`src/rtl/serial_adder.sv`:
```
// Bit-serial ripple adder: one result bit per clock, LSB first, IDLE -> RUN -> DONE.
// Optional subtract mode is enabled by defining SERIAL_ADDER_SUB_EN (adds the Sub port).
module serial_adder #(
   parameter int WIDTH = 8
) (
   input  logic             clk,
   input  logic             rst_n,
   input  logic             start,
   input  logic [WIDTH-1:0] A,
   input  logic [WIDTH-1:0] B,
   input  logic             Cin,
`ifdef SERIAL_ADDER_SUB_EN
   input  logic             Sub,
`endif
   output logic             busy,
   output logic             done,
   output logic [WIDTH-1:0] Sum,
   output logic             Cout
);

   localparam int CW = $clog2(WIDTH + 1);

   typedef enum logic [1:0] {
      IDLE = 2'd0,
      RUN  = 2'd1,
      DONE = 2'd2
   } state_t;

   function automatic logic maj3(input logic x, input logic y, input logic z);
      return (x & y) | (x & z) | (y & z);
   endfunction

   state_t           state_r;
   logic [WIDTH-1:0] a_r;
   logic [WIDTH-1:0] b_r;
   logic [WIDTH-1:0] res_r;
   logic             carry_r;
   logic [CW-1:0]    cnt_r;
   logic             busy_r;
   logic             done_r;
   logic [WIDTH-1:0] sum_r;
   logic             cout_r;

   logic             sum_bit_s;
   logic             carry_nxt_s;
   logic [WIDTH:0]   res_cat_s;
   logic [WIDTH-1:0] res_nxt_s;
   logic [WIDTH-1:0] addend_s;
   logic             cin_s;
   logic             last_s;

   // Per-bit full adder and the result shifted down by one with the new bit at the MSB.
   always_comb begin
      sum_bit_s   = a_r[0] ^ b_r[0] ^ carry_r;
      carry_nxt_s = maj3(a_r[0], b_r[0], carry_r);
      res_cat_s   = {sum_bit_s, res_r};
      res_nxt_s   = res_cat_s[WIDTH:1];
      last_s      = (cnt_r == CW'(WIDTH - 1));
   end

   // Operand selection at start: subtraction adds ~B with a forced carry-in of 1.
   always_comb begin
`ifdef SERIAL_ADDER_SUB_EN
      if (Sub) begin
         addend_s = ~B;
         cin_s    = 1'b1;
      end else begin
         addend_s = B;
         cin_s    = Cin;
      end
`else
      addend_s = B;
      cin_s    = Cin;
`endif
   end

   // Control FSM, datapath shift registers and registered outputs.
   always_ff @(posedge clk or negedge rst_n) begin
      if (!rst_n) begin
         state_r <= IDLE;
         a_r     <= {WIDTH{1'b0}};
         b_r     <= {WIDTH{1'b0}};
         res_r   <= {WIDTH{1'b0}};
         carry_r <= 1'b0;
         cnt_r   <= {CW{1'b0}};
         busy_r  <= 1'b0;
         done_r  <= 1'b0;
         sum_r   <= {WIDTH{1'b0}};
         cout_r  <= 1'b0;
      end else begin
         case (state_r)
            IDLE: begin
               done_r <= 1'b0;
               if (start) begin
                  a_r     <= A;
                  b_r     <= addend_s;
                  carry_r <= cin_s;
                  cnt_r   <= {CW{1'b0}};
                  busy_r  <= 1'b1;
                  state_r <= RUN;
               end else begin
                  busy_r  <= 1'b0;
               end
            end
            RUN: begin
               a_r     <= a_r >> 1;
               b_r     <= b_r >> 1;
               carry_r <= carry_nxt_s;
               res_r   <= res_nxt_s;
               cnt_r   <= cnt_r + CW'(1);
               if (last_s) begin
                  sum_r   <= res_nxt_s;
                  cout_r  <= carry_nxt_s;
                  busy_r  <= 1'b0;
                  done_r  <= 1'b1;
                  state_r <= DONE;
               end else begin
                  busy_r  <= 1'b1;
               end
            end
            DONE: begin
               done_r  <= 1'b0;
               busy_r  <= 1'b0;
               state_r <= IDLE;
            end
            default: begin
               busy_r  <= 1'b0;
               done_r  <= 1'b0;
               state_r <= IDLE;
            end
         endcase
      end
   end

   assign busy = busy_r;
   assign done = done_r;
   assign Sum  = sum_r;
   assign Cout = cout_r;

endmodule

```
`config.mk`:
```
export PLATFORM = sky130hd
export DESIGN_NAME = serial_adder
export DESIGN_NICKNAME = d
export VERILOG_FILES = /design/src/rtl/serial_adder.sv
export SDC_FILE = /design/constraint.sdc
export NUM_CORES = 1
export LEC_CHECK = 0
export ABC_CLOCK_PERIOD_IN_PS = 4500
export CAP_MARGIN = 40
export CORE_MARGIN = 8
export CORE_UTILIZATION = 30
export DETAILED_ROUTE_END_ITERATION = 12
export HOLD_SLACK_MARGIN = 0.12
export PLACE_DENSITY = 0.6
export SETUP_SLACK_MARGIN = 0.02
export SYNTH_ARGS = -nofsm -noshare
export SYNTH_HDL_FRONTEND = slang
export SYNTH_SLANG_ARGS = --single-unit
```
`constraint.sdc`:
```
create_clock -name clk -period 4.5 [get_ports clk]
set_input_delay 0.45 -clock clk [delete_from_list [all_inputs] [get_ports clk]]
set_output_delay 0.45 -clock clk [all_outputs]
set_load 0.1 [all_outputs]
```
==> flow_summary.html <==
<table>
<tr><th>Metric</th><th>Value</th></tr>
<tr><th colspan="2">Min path</th></tr>
<tr><td>Hold Path Cell Cnt</td><td>2</td></tr>
<tr><td>Hold Startpoint</td><td>res_r[1]</td></tr>
<tr><td>Type of the tightest min-delay check</td><td>reg2reg</td></tr>
<tr><td>Worst min-delay path endpoint</td><td>res_r[1]</td></tr>
<tr><th colspan="2">Drt</th></tr>
<tr><td>Routed metal-1 wirelength</td><td>1940 um</td></tr>
<tr><td>Top metal layer carrying routed signals</td><td>met4</td></tr>
<tr><td>Met2 WL</td><td>1730 um</td></tr>
<tr><td>First drt pass iteration count</td><td>4</td></tr>
<tr><td>Mean number of vias per cell</td><td>4.76</td></tr>
<tr><td>Residual DRC count</td><td>0</td></tr>
<tr><td>Routed length on met3</td><td>183 um</td></tr>
<tr><td>Number of DRC markers after the initial detailed-route iteration</td><td>135</td></tr>
<tr><td>Mean routed wirelength per cell</td><td>13.6 um</td></tr>
<tr><td>Post-DRT Antenna Nets</td><td>0</td></tr>
<tr><td>Detailed-route via count</td><td>1377</td></tr>
<tr><td>Total detailed-routing wirelength</td><td>3930 um</td></tr>
<tr><th colspan="2">Clock network</th></tr>
<tr><td># clock sinks</td><td>41</td></tr>
<tr><td>Worst-skew pair later-pin latency</td><td>0.29 ns</td></tr>
<tr><td>Maximum count of clock buffers along a single path</td><td>2</td></tr>
<tr><td>Root Driver</td><td>sky130_fd_sc_hd__clkbuf_8</td></tr>
<tr><td>Post CTS Setup Buffer Count</td><td>0</td></tr>
<tr><td>Clock edge transition at the registers on the reported setup and hold paths</td><td>0.08 ns</td></tr>
<tr><td>CTS Buf Count</td><td>5</td></tr>
<tr><td>H-tree depth</td><td>2</td></tr>
<tr><td>Clock tree from TritonCTS</td><td>yes</td></tr>
<tr><th colspan="2">Critical path</th></tr>
<tr><td>Critical path origin</td><td>state_r[0]</td></tr>
<tr><td>Delay of the slowest critical-path stage</td><td>0.78 ns</td></tr>
<tr><td>Startpoint-to-endpoint class of the critical path</td><td>reg2reg</td></tr>
<tr><td>Arrival @ worst endpoint</td><td>2.36 ns</td></tr>
<tr><td>Crit path launch type</td><td>register</td></tr>
<tr><td>Data required, critical path</td><td>4.68 ns</td></tr>
<tr><td>Highest net fanout along the worst path</td><td>24</td></tr>
<tr><td>Reg2Reg Depth</td><td>3</td></tr>
<tr><td>Launch instance of the worst register-to-register path</td><td>state_r[0]</td></tr>
<tr><td>Critical path endpoint category</td><td>register</td></tr>
<tr><td>Largest delay contributor family on the critical path</td><td>simple AND/OR/NAND/NOR gates</td></tr>
<tr><td>Critical R2R Capture</td><td>Sum[3]</td></tr>
<tr><td>Reg-to-reg slack, setup</td><td>2.32 ns</td></tr>
<tr><td>Worst path buffer plus inverter count</td><td>0</td></tr>
<tr><td>Cell Chain, Critical Path</td><td>nand2b_1 -&gt; nor3_4 -&gt; mux2_2</td></tr>
<tr><td>Cell with the largest stage delay on the worst path</td><td>sky130_fd_sc_hd__dfrtp_1</td></tr>
<tr><th colspan="2">Yosys</th></tr>
<tr><td>Async SR Flop Fraction</td><td>100%</td></tr>
<tr><td>Summed instance area of the synthesized netlist</td><td>1820 um^2</td></tr>
<tr><td>Leading register cell type out of synthesis</td><td>sky130_fd_sc_hd__dfrtp_1</td></tr>
<tr><td>Synthesized netlist net count</td><td>194</td></tr>
<tr><td>Number of enable flip-flop cells after synthesis</td><td>0</td></tr>
<tr><td>Count of yosys warnings during synthesis</td><td>0</td></tr>
<tr><td>Synth unique cells</td><td>21</td></tr>
<tr><td>Flip-flop and latch count after synthesis</td><td>41</td></tr>
<tr><td>Syn Area/Cell</td><td>10.6 um^2</td></tr>
<tr><td>Number of instances in the synthesized netlist</td><td>172</td></tr>
<tr><td>Share of synthesized area occupied by flip-flops and latches</td><td>56.3%</td></tr>
<tr><th colspan="2">STA</th></tr>
<tr><td>Post-route clock period utilization</td><td>48.5%</td></tr>
<tr><td>Tightest Pin Transition</td><td>0.765 ns</td></tr>
<tr><td>RSZ-0062 raised after global routing</td><td>false</td></tr>
<tr><td>Final Hold Viols</td><td>0</td></tr>
<tr><td>Worst setup margin</td><td>2.32 ns</td></tr>
<tr><td>Setup-failing EPs final</td><td>0</td></tr>
<tr><td>Final period demand of the worst path</td><td>2.18 ns</td></tr>
<tr><td>Fmax achieved</td><td>0.458 GHz</td></tr>
<tr><td>Max-slew violation count</td><td>0</td></tr>
<tr><td>Post-Route Skew</td><td>0.00527 ns</td></tr>
<tr><td>Setup Total Neg Slack</td><td>0 ns</td></tr>
<tr><td>Relative max-transition margin</td><td>48.9%</td></tr>
<tr><th colspan="2">Placed design</th></tr>
<tr><td>Placer Congestion</td><td>0.692</td></tr>
<tr><td>Worst setup slack after placement</td><td>2.03 ns</td></tr>
<tr><td>Half-perimeter wire length after detailed placement</td><td>2690 um</td></tr>
<tr><td>Port bufs</td><td>30</td></tr>
<tr><th colspan="2">Global route</th></tr>
<tr><td>Initial antenna violation count</td><td>0</td></tr>
<tr><td>Wire length of the first global-routing pass</td><td>6760 um</td></tr>
<tr><td>Total grt overflow</td><td>0</td></tr>
<tr><td>Number of global-route vias before repair</td><td>1408</td></tr>
<tr><td>Total Routing Usage GR</td><td>9.60%</td></tr>
<tr><td>Pin count of the biggest net entering global routing</td><td>25</td></tr>
<tr><th colspan="2">Floorplanning</th></tr>
<tr><td>Ports</td><td>31</td></tr>
<tr><td>Die Area</td><td>8820 um^2</td></tr>
<tr><td>Effective utilization at floorplan</td><td>31.0%</td></tr>
<tr><td>Overall die width</td><td>93.9 um</td></tr>
<tr><td>Die height</td><td>93.9 um</td></tr>
<tr><td>Standard-cell rows</td><td>28</td></tr>
<tr><td>Core Area</td><td>5890 um^2</td></tr>
<tr><th colspan="2">Power</th></tr>
<tr><td>Static leakage power</td><td>1.08 nW</td></tr>
<tr><td>VDD IR max</td><td>0.417 mV</td></tr>
<tr><td>Total power density per cell area</td><td>766 nW/um^2</td></tr>
<tr><th colspan="2">Cells and area</th></tr>
<tr><td>Syn-to-layout area delta</td><td>37.8%</td></tr>
<tr><td>Final nets</td><td>235</td></tr>
<tr><td>N_diodes</td><td>0</td></tr>
<tr><td>Number of fillers in the final layout</td><td>561</td></tr>
<tr><td>Fraction of final layout cells with drive strength greater than 1</td><td>15.4%</td></tr>
<tr><th colspan="2">Outcome</th></tr>
<tr><td>Outcome</td><td>completed</td></tr>
<tr><th colspan="2">Run</th></tr>
<tr><td>Max-cap violations</td><td>0</td></tr>
</table>
worst max path at each step:
stage             end  slack [ns]  cells past startpoint
3_5_place_dp   b_r[2]        2.03                      5
2_1_floorplan    Cout        3.02                      4
5_1_grt          Cout        2.11                      3
4_1_cts        Sum[4]        2.26                      3
6_report       Sum[3]        2.32                      3
3_3_place_gp   a_r[5]        1.68                      4
logic make-up (layout without fill, tap and decap cells):
group | count (synthesis) | in the layout | synth area share (%)
flops | 41 | 41 | 56.3
buf+inv | 11 | 53 | 2.95
compound gates | 57 | 57 | 18.6
fa+ha+maj | 2 | 2 | 1.79
mux | 10 | 10 | 6.11
simple gates | 51 | 51 | 14.2
flip-flops by register name (all words and copies together) (netlist names):
register  cells
cnt_r         4
Cout          1
b_r           8
busy          1
Sum           8
a_r           8
carry_r       1
done          1
state_r       2
res_r         7
cell type report:
cell class / instances / area [um^2] / area share, %
Timing Repair Buffer: 45 / 534 / 21.3
Tap cell: 75 / 93.8 / 3.74
Multi-Input combinational cell: 120 / 742 / 29.5
Clock buffer: 5 / 68.8 / 2.74
Clock inverter: 3 / 46.3 / 1.84
Sequential cell: 41 / 1030 / 40.9
repair_timing:
action                                 in CTS  in global routing
endpoints found under the hold margin      17                  0
hold buffers                                1                  0
gates resized for setup                     0                  0
metal layers:
metal	vias to the layer above	track usage, %
li1	683	-
met5	-	0
met3	6	2.56
met4	0	4.36
met1	662	12.5
met2	26	14.5
layout by cell type (no fill, tap or decap), types with 2 or more instances in the layout:
cell type | netlist | routed
sky130_fd_sc_hd__buf_16 | 0 | 2
sky130_fd_sc_hd__dfrtp_1 | 41 | 41
sky130_fd_sc_hd__a22o_1 | 2 | 2
sky130_fd_sc_hd__mux2_2 | 9 | 9
sky130_fd_sc_hd__clkbuf_8 | 0 | 5
sky130_fd_sc_hd__clkdlybuf4s50_1 | 0 | 29
sky130_fd_sc_hd__nand2b_1 | 2 | 2
sky130_fd_sc_hd__nand3_1 | 2 | 2
sky130_fd_sc_hd__a22oi_1 | 15 | 15
sky130_fd_sc_hd__o21ai_0 | 18 | 18
sky130_fd_sc_hd__nor2b_1 | 19 | 19
sky130_fd_sc_hd__nand2_1 | 26 | 26
sky130_fd_sc_hd__a21oi_1 | 19 | 19
sky130_fd_sc_hd__buf_8 | 0 | 9
where the power goes:
group | switching (mW) | total [mW] | leakage [nW] | internal (mW)
logic | 0.565 | 0.965 | 0.498 | 0.400
clock network | 0.134 | 0.300 | 0.0543 | 0.166
registers | 0.140 | 0.659 | 0.529 | 0.519
total | 0.839 | 1.92 | 1.08 | 1.08
cell usage after synthesis (all sizes together) (2+ instances only):
library cell / instances / area [um^2]
a21oi: 19 / 95.1
a22o: 2 / 17.5
a22oi: 15 / 113
buf: 5 / 31.3
clkbuf: 6 / 22.5
dfrtp: 41 / 1030
mux2: 9 / 101
nand2: 26 / 97.6
nand2b: 2 / 12.5
nand3: 2 / 10.0
nor2b: 19 / 119
o21ai: 18 / 90.1
worst reg2reg max path: stages (launching register included):
cell,delay (ns)
sky130_fd_sc_hd__dfrtp_1,0.78
sky130_fd_sc_hd__nand2b_1,0.40
sky130_fd_sc_hd__nor3_4,0.49
sky130_fd_sc_hd__mux2_2,0.40
stage by stage:
stage                     area (um^2)  utilization [%]  hold slack [ns]  cells  power [mW]
after floorplan                  1820                -            0.154    172        1.27
after global placement           2160             36.8            0.454    267        1.46
after detailed placement         2390             40.5            0.413    280        1.64
after CTS                        2510             42.7            0.481    289        1.95
after global routing             2510             42.7            0.523    289        2.04
final                            2510             42.7            0.478    289        1.92
Power figures use the tool's default switching activity.
